<file path="src/rtl/div_share_ctrl_pkg.sv">
// rtl/div_share_ctrl_pkg.sv - shared state encoding, field widths and operand record for div_share_ctrl
package div_share_ctrl_pkg;

   // Width of dividend, divisor, quotient and remainder.
   localparam int DIV_DATA_W = 32;

   // Default width of the instruction tag carried alongside an operation.
   localparam int DIV_TAG_W = 4;

   // Controller FSM encoding.
   localparam logic [1:0] DIV_S_IDLE  = 2'd0;
   localparam logic [1:0] DIV_S_ISSUE = 2'd1;
   localparam logic [1:0] DIV_S_BUSY  = 2'd2;
   localparam logic [1:0] DIV_S_DONE  = 2'd3;

   typedef enum logic [1:0] {
      ST_IDLE  = DIV_S_IDLE,
      ST_ISSUE = DIV_S_ISSUE,
      ST_BUSY  = DIV_S_BUSY,
      ST_DONE  = DIV_S_DONE
   } div_state_e;

   // Operands latched from the winning requester.
   typedef struct packed {
      logic                  sgn;
      logic [DIV_DATA_W-1:0] x;
      logic [DIV_DATA_W-1:0] y;
   } div_opnd_t;

endpackage

</file>
<file path="src/rtl/div_share_ctrl_rr_arb2.sv">
// rtl/div_share_ctrl_rr_arb2.sv - two-requester round-robin arbiter holding the rr_ptr register
module div_share_ctrl_rr_arb2 (
   input  logic clk,
   input  logic rst,
   input  logic valid0,
   input  logic valid1,
   input  logic advance,
   output logic grant0,
   output logic grant1
);

   logic rr_ptr_q;
   logic rr_ptr_d;

   // A lone requester always wins; a contested grant goes to rr_ptr, which then flips.
   always_comb begin
      grant0   = valid0 & (~valid1 | ~rr_ptr_q);
      grant1   = valid1 & (~valid0 |  rr_ptr_q);
      rr_ptr_d = rr_ptr_q;
      if (advance && valid0 && valid1) begin
         rr_ptr_d = ~rr_ptr_q;
      end
   end

   // Priority pointer register; slot 0 preferred out of reset.
   always_ff @(posedge clk or negedge rst) begin
      if (!rst) begin
         rr_ptr_q <= 1'b0;
      end else begin
         rr_ptr_q <= rr_ptr_d;
      end
   end

endmodule

</file>
<file path="src/rtl/div_share_ctrl.sv">
// rtl/div_share_ctrl.sv - shares one iterative divider between two issue slots; DIV_ZERO_BYPASS_EN short-circuits y==0
module div_share_ctrl
   import div_share_ctrl_pkg::*;
#(
   parameter int TAG_W = DIV_TAG_W
) (
   input  logic                  clk,
   input  logic                  rst,
   input  logic                  flush,
   input  logic                  req0_valid,
   input  logic                  req0_signed,
   input  logic [DIV_DATA_W-1:0] req0_x,
   input  logic [DIV_DATA_W-1:0] req0_y,
   input  logic [TAG_W-1:0]      req0_tag,
   output logic                  req0_ready,
   input  logic                  req1_valid,
   input  logic                  req1_signed,
   input  logic [DIV_DATA_W-1:0] req1_x,
   input  logic [DIV_DATA_W-1:0] req1_y,
   input  logic [TAG_W-1:0]      req1_tag,
   output logic                  req1_ready,
   output logic                  div_req,
   output logic                  div_signed,
   output logic [DIV_DATA_W-1:0] div_x,
   output logic [DIV_DATA_W-1:0] div_y,
   output logic                  div_cancel,
   input  logic                  div_oprand_ok,
   input  logic                  div_data_ok,
   input  logic [DIV_DATA_W-1:0] div_quot,
   input  logic [DIV_DATA_W-1:0] div_rem,
   output logic                  resp_valid,
   input  logic                  resp_ready,
   output logic                  resp_src,
   output logic [TAG_W-1:0]      resp_tag,
   output logic [DIV_DATA_W-1:0] resp_quot,
   output logic [DIV_DATA_W-1:0] resp_rem,
   output logic                  busy
);

   div_state_e            state_q, state_d;
   div_opnd_t             op_q, op_d;
   logic [TAG_W-1:0]      op_tag_q, op_tag_d;
   logic                  op_src_q, op_src_d;
   logic [DIV_DATA_W-1:0] res_quot_q, res_quot_d;
   logic [DIV_DATA_W-1:0] res_rem_q, res_rem_d;

   logic arb_adv;
   logic arb_g0;
   logic arb_g1;

   // Arbitration only counts in IDLE with no flush, so rr_ptr flips only on a real grant.
   assign arb_adv = (state_q == ST_IDLE) & ~flush;

   div_share_ctrl_rr_arb2 u_arb (
      .clk     (clk),
      .rst     (rst),
      .valid0  (req0_valid),
      .valid1  (req1_valid),
      .advance (arb_adv),
      .grant0  (arb_g0),
      .grant1  (arb_g1)
   );

   // Next state, operand/result capture and request handshakes; flush overrides everything.
   always_comb begin
      state_d    = state_q;
      op_d       = op_q;
      op_tag_d   = op_tag_q;
      op_src_d   = op_src_q;
      res_quot_d = res_quot_q;
      res_rem_d  = res_rem_q;
      req0_ready = 1'b0;
      req1_ready = 1'b0;
      div_cancel = 1'b0;
      if (flush) begin
         state_d    = ST_IDLE;
         div_cancel = (state_q == ST_ISSUE) || (state_q == ST_BUSY);
      end else begin
         case (state_q)
            ST_IDLE: begin
               req0_ready = arb_g0;
               req1_ready = arb_g1;
               if (arb_g0 || arb_g1) begin
                  op_src_d = arb_g1;
                  op_d.sgn = arb_g1 ? req1_signed : req0_signed;
                  op_d.x   = arb_g1 ? req1_x      : req0_x;
                  op_d.y   = arb_g1 ? req1_y      : req0_y;
                  op_tag_d = arb_g1 ? req1_tag    : req0_tag;
                  state_d  = ST_ISSUE;
`ifdef DIV_ZERO_BYPASS_EN
                  if (op_d.y == '0) begin
                     res_quot_d = '1;
                     res_rem_d  = op_d.x;
                     state_d    = ST_DONE;
                  end
`endif
               end
            end
            ST_ISSUE: begin
               if (div_oprand_ok) begin
                  state_d = ST_BUSY;
               end
            end
            ST_BUSY: begin
               if (div_data_ok) begin
                  res_quot_d = div_quot;
                  res_rem_d  = div_rem;
                  state_d    = ST_DONE;
               end
            end
            ST_DONE: begin
               if (resp_ready) begin
                  state_d = ST_IDLE;
               end
            end
            default: begin
               state_d = ST_IDLE;
            end
         endcase
      end
   end

   // FSM state plus the operand and result holding registers.
   always_ff @(posedge clk or negedge rst) begin
      if (!rst) begin
         state_q    <= ST_IDLE;
         op_q       <= '0;
         op_tag_q   <= '0;
         op_src_q   <= 1'b0;
         res_quot_q <= '0;
         res_rem_q  <= '0;
      end else begin
         state_q    <= state_d;
         op_q       <= op_d;
         op_tag_q   <= op_tag_d;
         op_src_q   <= op_src_d;
         res_quot_q <= res_quot_d;
         res_rem_q  <= res_rem_d;
      end
   end

   assign div_req    = (state_q == ST_ISSUE);
   assign div_signed = op_q.sgn;
   assign div_x      = op_q.x;
   assign div_y      = op_q.y;
   assign resp_valid = (state_q == ST_DONE);
   assign resp_src   = op_src_q;
   assign resp_tag   = op_tag_q;
   assign resp_quot  = res_quot_q;
   assign resp_rem   = res_rem_q;
   assign busy       = (state_q != ST_IDLE);

endmodule

</file>
<file path="config.mk">
export PLATFORM = sky130hd
export DESIGN_NAME = div_share_ctrl
export DESIGN_NICKNAME = d
export VERILOG_FILES = /design/src/rtl/div_share_ctrl_pkg.sv /design/src/rtl/div_share_ctrl_rr_arb2.sv /design/src/rtl/div_share_ctrl.sv
export SDC_FILE = /design/constraint.sdc
export NUM_CORES = 1
export LEC_CHECK = 0
export CORE_AREA = 2 2 137 139
export CTS_CLUSTER_DIAMETER = 200
export DETAILED_ROUTE_END_ITERATION = 7
export DIE_AREA = 0 0 139 141
export GPL_TIMING_DRIVEN = 0
export PLACE_DENSITY = 0.74
export SLEW_MARGIN = 25
export SYNTH_ARGS = -nofsm -noshare
export SYNTH_HDL_FRONTEND = slang
export SYNTH_SLANG_ARGS = --single-unit
</file>
<file path="constraint.sdc">
create_clock -name clk -period 3.65 [get_ports clk]
set_input_delay 0.5475 -clock clk [delete_from_list [all_inputs] [get_ports clk]]
set_output_delay 0.5475 -clock clk [all_outputs]
set_load 0.01 [all_outputs]
</file>
==> results of run 1 <==
[kinds of logic after synthesis]
| group | Yosys count |
|---|---|
| adder cells (fa/ha/maj) | 4 |
| XOR/XNOR | 1 |
| buffers and inverters | 65 |
| AO/OA/AOI/OAI | 210 |
| multiplexers | 65 |
| AND/OR/NAND/NOR | 86 |
| flip-flops | 137 |
[state kept, by name, summed over array words and instances, names as in the netlist]
register,cells
resp_tag,4
div_signed,1
resp_rem,32
div_y,32
resp_src,1
div_x,32
resp_quot,32
u_arb.rr_ptr_q,1
state_q,2
[worst min path at each step]
stage / startpoint / endpoint / slack (ns)
detailed placement: resp_quot[18] / resp_quot[18] / 0.49
global route: rst / resp_rem[11] / 0.1
floorplan: rst / div_signed / 0.25
global placement: u_arb.rr_ptr_q / u_arb.rr_ptr_q / 0.48
CTS: rst / resp_rem[11] / 0.08
finish: rst / resp_rem[11] / 0.08
[worst max-delay path: cells and delay by family]
family / cells / cell delay, ns
buffers and inverters: 4 / 1.61
and+or+nand+nor: 1 / 0.33
[routing by layer]
layer	up-vias	part of all wire, %	GRT usage [%]
met5	-	0.071	0
met4	2	2.5	8.13
met3	41	8.0	7.30
met2	279	50	38.6
met1	2904	40	26.9
li1	2834	-	-
[cell usage in the layout (no fill, tap or decap), types with 5 or more instances in the layout]
cell type	Yosys	layout
o21ai_0	61	61
buf_4	9	9
a31oi_1	69	69
a21oi_1	69	69
inv_1	5	5
buf_2	15	15
dfrtp_1	137	137
clkbuf_16	0	17
o21ai_1	8	8
mux2_2	64	64
nand3b_1	70	70
clkbuf_1	34	34
clkdlybuf4s50_1	0	348
[power by group]
group          switching (uW)  internal (uW)
registers                 382           2250
clock network             721           1180
logic                    1530           2080
total                    2630           5510
[final cells by class]
type | count | share of cell area (%)
flip-flops and latches | 137 | 31.8
inverters | 5 | 0.174
plain buffers | 60 | 2.72
repair buffers | 350 | 32.7
clock inverters | 14 | 1.95
clock buffers | 18 | 4.08
multi-input cells | 366 | 23.8
well taps | 234 | 2.72
[metrics by stage]
stage	setup slack (ns)	total power, uW	TNS, ns	instance area [um^2]	utilization (%)
after global routing	0.488	8590	0	10800	59.0
after CTS	0.592	8220	0	10800	59.0
after floorplan	1.96	4090	0	6310	-
after detailed placement	0.598	6290	0	10100	55.4
after global placement	-3.66	6200	-498.97	10100	55.3
final	0.612	8140	0	10800	59.0
==> flow_metrics.env, run 1 <==
export IMPL_regToRegEndpoint="div_y[15]"
export IMPL_cts_hold_buf=0
export IMPL_grt_ovfl_total=0
export IMPL_p_leak_uw=0.00426
export IMPL_endpoint="req1_ready"
export IMPL_finalWirelength_mm=22.5
export IMPL_grt_pass1_wl_mm=34.6
export IMPL_startpoint_type="primary input"
export IMPL_status="finished clean"
export IMPL_multiInputGateArea_um2=2570
export IMPL_synthDominantCellAreaShare_pct=54.3
export IMPL_hold_worst_slack_ns=0.0819
export IMPL_synth_top_family_by_area="compound AO/OA/AOI/OAI gates"
export IMPL_required_ns=3.10
export IMPL_synthFlopType="dfrtp_1"
export IMPL_htreeDepth=4
export IMPL_synth_top_cell_by_area="dfrtp_1"
export IMPL_syn_num_nets=782
export IMPL_rr_worst_depth=7
export IMPL_start_util_pct=34.5
export IMPL_vias=6060
export IMPL_die_w_um=139
export IMPL_antenna_found_initial=1
export IMPL_synthCells=568
export IMPL_coreArea_um2=18300
export IMPL_synth_edff_count=0
export IMPL_skew_ns=0.00907
export IMPL_ys_warn_count=0
export IMPL_rsz0062_at_grt="no"
export IMPL_r2r_start="state_q[0]"
export IMPL_ys_seq_area_share_pct=54.3
export IMPL_synth_cell_types=30
export IMPL_drive_above_1_share_pct=13.3
export IMPL_avgSynthCellArea_um2=11.1
export IMPL_synthToLayoutAreaGrowth_pct=70.8
export IMPL_rrSetupSlack_ns=1.44
export IMPL_crit_type="primary input to primary output"
export IMPL_vdd_drop_max_mv=0.362
export IMPL_arrival_ns=2.49
export IMPL_clock_latency_ns=0.42
export IMPL_p_per_area_nw_per_um2=755
export IMPL_drcViolationCount=0
export IMPL_rows=50
export IMPL_hold_viol_final=0
export IMPL_setup_violations=0
export IMPL_cpPeakStageDelay_ns=0.63
export IMPL_drv_cap=0
export IMPL_drt_iter0_markers=253
export IMPL_async_reset_ff_share_pct=100
export IMPL_viasPerCell=5.12
export IMPL_critPathCaptureType="primary output"
export IMPL_crit_path_max_fanout=10
export IMPL_fin_crit_sh_pct=83.2
export IMPL_place_gp_congestion=0.824
export IMPL_yosys_top_cells_area="dfrtp_1 (54%), mux2_2 (11%), nand3b_1 (8.3%)"
export IMPL_post_cts_buffers=0
export IMPL_muxShareOfSynthArea_pct=11.6
export IMPL_cts_tree="yes"
export IMPL_io_buffers=349
export IMPL_synth_most_common_cell="dfrtp_1"
export IMPL_fill_cells=1617
export IMPL_cp_slowest_cell="clkdlybuf4s50_1"
export IMPL_cp_cell_sequence="clkdlybuf4s50_1, inv_1, clkbuf_1, nor4_2, clkdlybuf4s50_1"
export IMPL_cts_root_buf="clkbuf_16"
export IMPL_grt_pass1_vias=6256
export IMPL_die_h_um=141
export IMPL_cpMostUsedCell="clkdlybuf4s50_1"
export IMPL_hold_class="primary input to asynchronous set/reset pin"
export IMPL_startpoint="req1_valid"
export IMPL_final_max_slew_viol_count=0
export IMPL_drt_wirelength_per_cell_um=19.0
export IMPL_ant_nets=0
export IMPL_max_slew_margin_pct=55.5
export IMPL_grt_use_total_pct=22.6
export IMPL_antenna_cells=0
export IMPL_hpwl_mm=16.9
export IMPL_yosys_register_bits=137
export IMPL_dp_cells=1152
export IMPL_dr_pass1_iters=5
export IMPL_ctsResizeCount=0
export IMPL_synth_xor_area_share_pct=0.139
export IMPL_clk_pin_slew_worst_paths_ns=0.06
export IMPL_fmax_ghz=0.329
export IMPL_netlist_area_um2=6310
export IMPL_ioPinCount=350
export IMPL_cts_sinks=137
export IMPL_register_area_um2=3430
export IMPL_die_area_um2=19600
export IMPL_ctsLongestPathBuffers=2
export IMPL_synth_compound_area_share_pct=18.2
export IMPL_synth_simple_area_share_pct=10.0
export IMPL_synth_common_cells="dfrtp_1 (137), nand3b_1 (70), a21oi_1 (69), a31oi_1 (69), mux2_2 (64)"
export IMPL_finalCriticalPeriod_ns=3.04
export IMPL_synth_adder_area_share_pct=0.793
export IMPL_cts_inserted_buffers=17
export IMPL_grt_max_degree=70
export IMPL_final_nets=1151
export IMPL_layoutNonFillerInstCount=1184
export IMPL_worst_pin_slew_ns=0.663
(Power assumes the default switching activity.)
==> inputs of run 2 (changes only) <==
- CORE_AREA: 2 2 137 139 -> 2 2 134 136
- DIE_AREA: 0 0 139 141 -> 0 0 136 138
- PLACE_DENSITY: 0.74 -> 0.77
- clock period: 3.65 -> 2.8 ns (I/O delays scaled with it)
==> run 2 against run 1 <==
Net effect:
- count of clock-buffer cells in the layout unchanged
- via count decreased by 0.20%
- critical path depth increased by 1
- largest power group unchanged
==> flow_metrics.env, run 2 (synthesis results as in run 1) <==
export IMPL_die_area_um2=18800
export IMPL_grt_use_total_pct=24.3
export IMPL_die_w_um=136
export IMPL_hold_depth=1
export IMPL_vias=6048
export IMPL_place_gp_congestion=0.827
export IMPL_p_per_area_nw_per_um2=980
export IMPL_r2r_start="state_q[0]"
export IMPL_drcViolationCount=0
export IMPL_setup_violations=0
export IMPL_synthToLayoutAreaGrowth_pct=70.3
export IMPL_routed_wl_met3_mm=2.10
export IMPL_required_ns=2.38
export IMPL_grt_ovfl_total=0
export IMPL_top_layer_used="met4"
export IMPL_dr_pass1_iters=5
export IMPL_finalCriticalPeriod_ns=2.66
export IMPL_p_leak_uw=0.00425
export IMPL_vdd_drop_max_mv=0.425
export IMPL_ioPinCount=350
export IMPL_cts_sinks=137
export IMPL_final_max_slew_viol_count=0
export IMPL_rrSetupSlack_ns=0.64
export IMPL_regToRegEndpoint="div_y[22]"
export IMPL_grt_pass1_vias=6150
export IMPL_post_cts_buffers=0
export IMPL_viasPerCell=5.13
export IMPL_drv_cap=0
export IMPL_finalWirelength_mm=23.0
export IMPL_endpoint="req0_ready"
export IMPL_startpoint_type="flop"
export IMPL_io_buffers=349
export IMPL_crit_type="flop to primary output"
export IMPL_grt_max_degree=80
export IMPL_fin_crit_sh_pct=95.0
export IMPL_final_common_cell="clkdlybuf4s50_1"
export IMPL_critPathCaptureType="primary output"
export IMPL_start_util_pct=36.0
export IMPL_final_util_pct=61.3
export IMPL_hpwl_mm=17.2
export IMPL_rows=49
export IMPL_final_nets=1151
export IMPL_coreArea_um2=17500
export IMPL_arrival_ns=2.24
export IMPL_grt_pass1_wl_mm=34.6
export IMPL_die_h_um=138
export IMPL_htreeDepth=4
export IMPL_antenna_cells=0
export IMPL_final_cell_mix="clkdlybuf4s50_1 (348), dfrtp_1 (137), nand3b_1 (70), a21oi_1 (69), a31oi_1 (69)"
export IMPL_ctsLongestPathBuffers=2
export IMPL_skew_ns=0.0104
export IMPL_clock_latency_ns=0.42
export IMPL_antenna_found_initial=0
export IMPL_rr_worst_depth=7
export IMPL_max_slew_margin_pct=56.6
export IMPL_hold_class="flop to flop"
export IMPL_drive_above_1_share_pct=13.3
export IMPL_worst_pin_slew_ns=0.648
export IMPL_rsz0062_at_grt="no"
export IMPL_crit_path_max_fanout=8
export IMPL_cts_root_buf="clkbuf_16"
export IMPL_cts_tree="yes"
export IMPL_fill_cells=1538
export IMPL_m1WireLength_mm=8.69
export IMPL_status="finished clean"
export IMPL_drt_iter0_markers=239
export IMPL_route_met2_wl_mm=11.7
export IMPL_ant_nets=0
export IMPL_hold_viol_final=0
export IMPL_clk_pin_slew_worst_paths_ns=0.06
export IMPL_startpoint="state_q[0]"
export IMPL_finalSetupTns_ns=0
export IMPL_fmax_ghz=0.376
export IMPL_cts_inserted_buffers=17
export IMPL_drt_wirelength_per_cell_um=19.5
==> run 2: worst min path at each step <==
stage,startpoint,to,slack [ns]
floorplan,rst,div_signed,0.12
global placement,u_arb.rr_ptr_q,u_arb.rr_ptr_q,0.48
detailed placement,rst,div_x[18],0.39
CTS,u_arb.rr_ptr_q,u_arb.rr_ptr_q,0.50
global route,resp_rem[11],resp_rem[11],0.52
finish,u_arb.rr_ptr_q,u_arb.rr_ptr_q,0.49
==> run 2: power breakdown <==
group	total, uW	internal (uW)	switching (uW)
combinational	4730	2720	2020
sequential	3430	2930	507
clock	2370	1430	938
==> run 2: layout make-up <==
class	count	area, um^2	share of cell area (%)
Sequential cell	137	3430	31.9
Timing Repair Buffer	351	3540	32.9
Inverter	5	18.8	0.175
Clock inverter	14	185	1.72
Buffer	59	292	2.71
Clock buffer	18	429	3.99
Multi-Input combinational cell	366	2570	23.9
Tap cell	229	287	2.67
==> run 2: through the flow <==
stage | instance area (um^2) | power, uW | worst slack, ns | std cells | hold slack [ns]
2_1_floorplan | 6310 | 5340 | 1.19 | 568 | 0.124
3_3_place_gp | 10100 | 8110 | -4.40 | 1146 | 0.479
3_5_place_dp | 10100 | 8220 | 0.0409 | 1147 | 0.389
4_1_cts | 10700 | 10600 | 0.0213 | 1180 | 0.498
5_1_grt | 10700 | 11100 | 0.0143 | 1179 | 0.516
6_report | 10700 | 10500 | 0.139 | 1179 | 0.493
==> run 2: worst max-delay path: stages (launching register included) <==
cell	delay, ns
dfrtp_1	0.40
inv_1	0.11
ha_2	0.21
nor2b_1	0.14
buf_4	0.20
and3_1	0.19
clkdlybuf4s50_1	0.58
==> run 2: per-layer routing <==
| layer | track usage, % | vias up |
|---|---|---|
| met1 | 27.7 | 2917 |
| met3 | 8.18 | 28 |
| li1 | - | 2843 |
| met2 | 42.4 | 260 |
| met5 | 0 | - |
| met4 | 8.22 | 0 |
==> run 2: timing repair <==
item | 4_1_cts | 5_1_grt
gates resized for setup | 0 | 3
hold buffers | 1 | 0
endpoints found under the hold margin | 58 | 0
endpoints found under the setup margin | 0 | 2
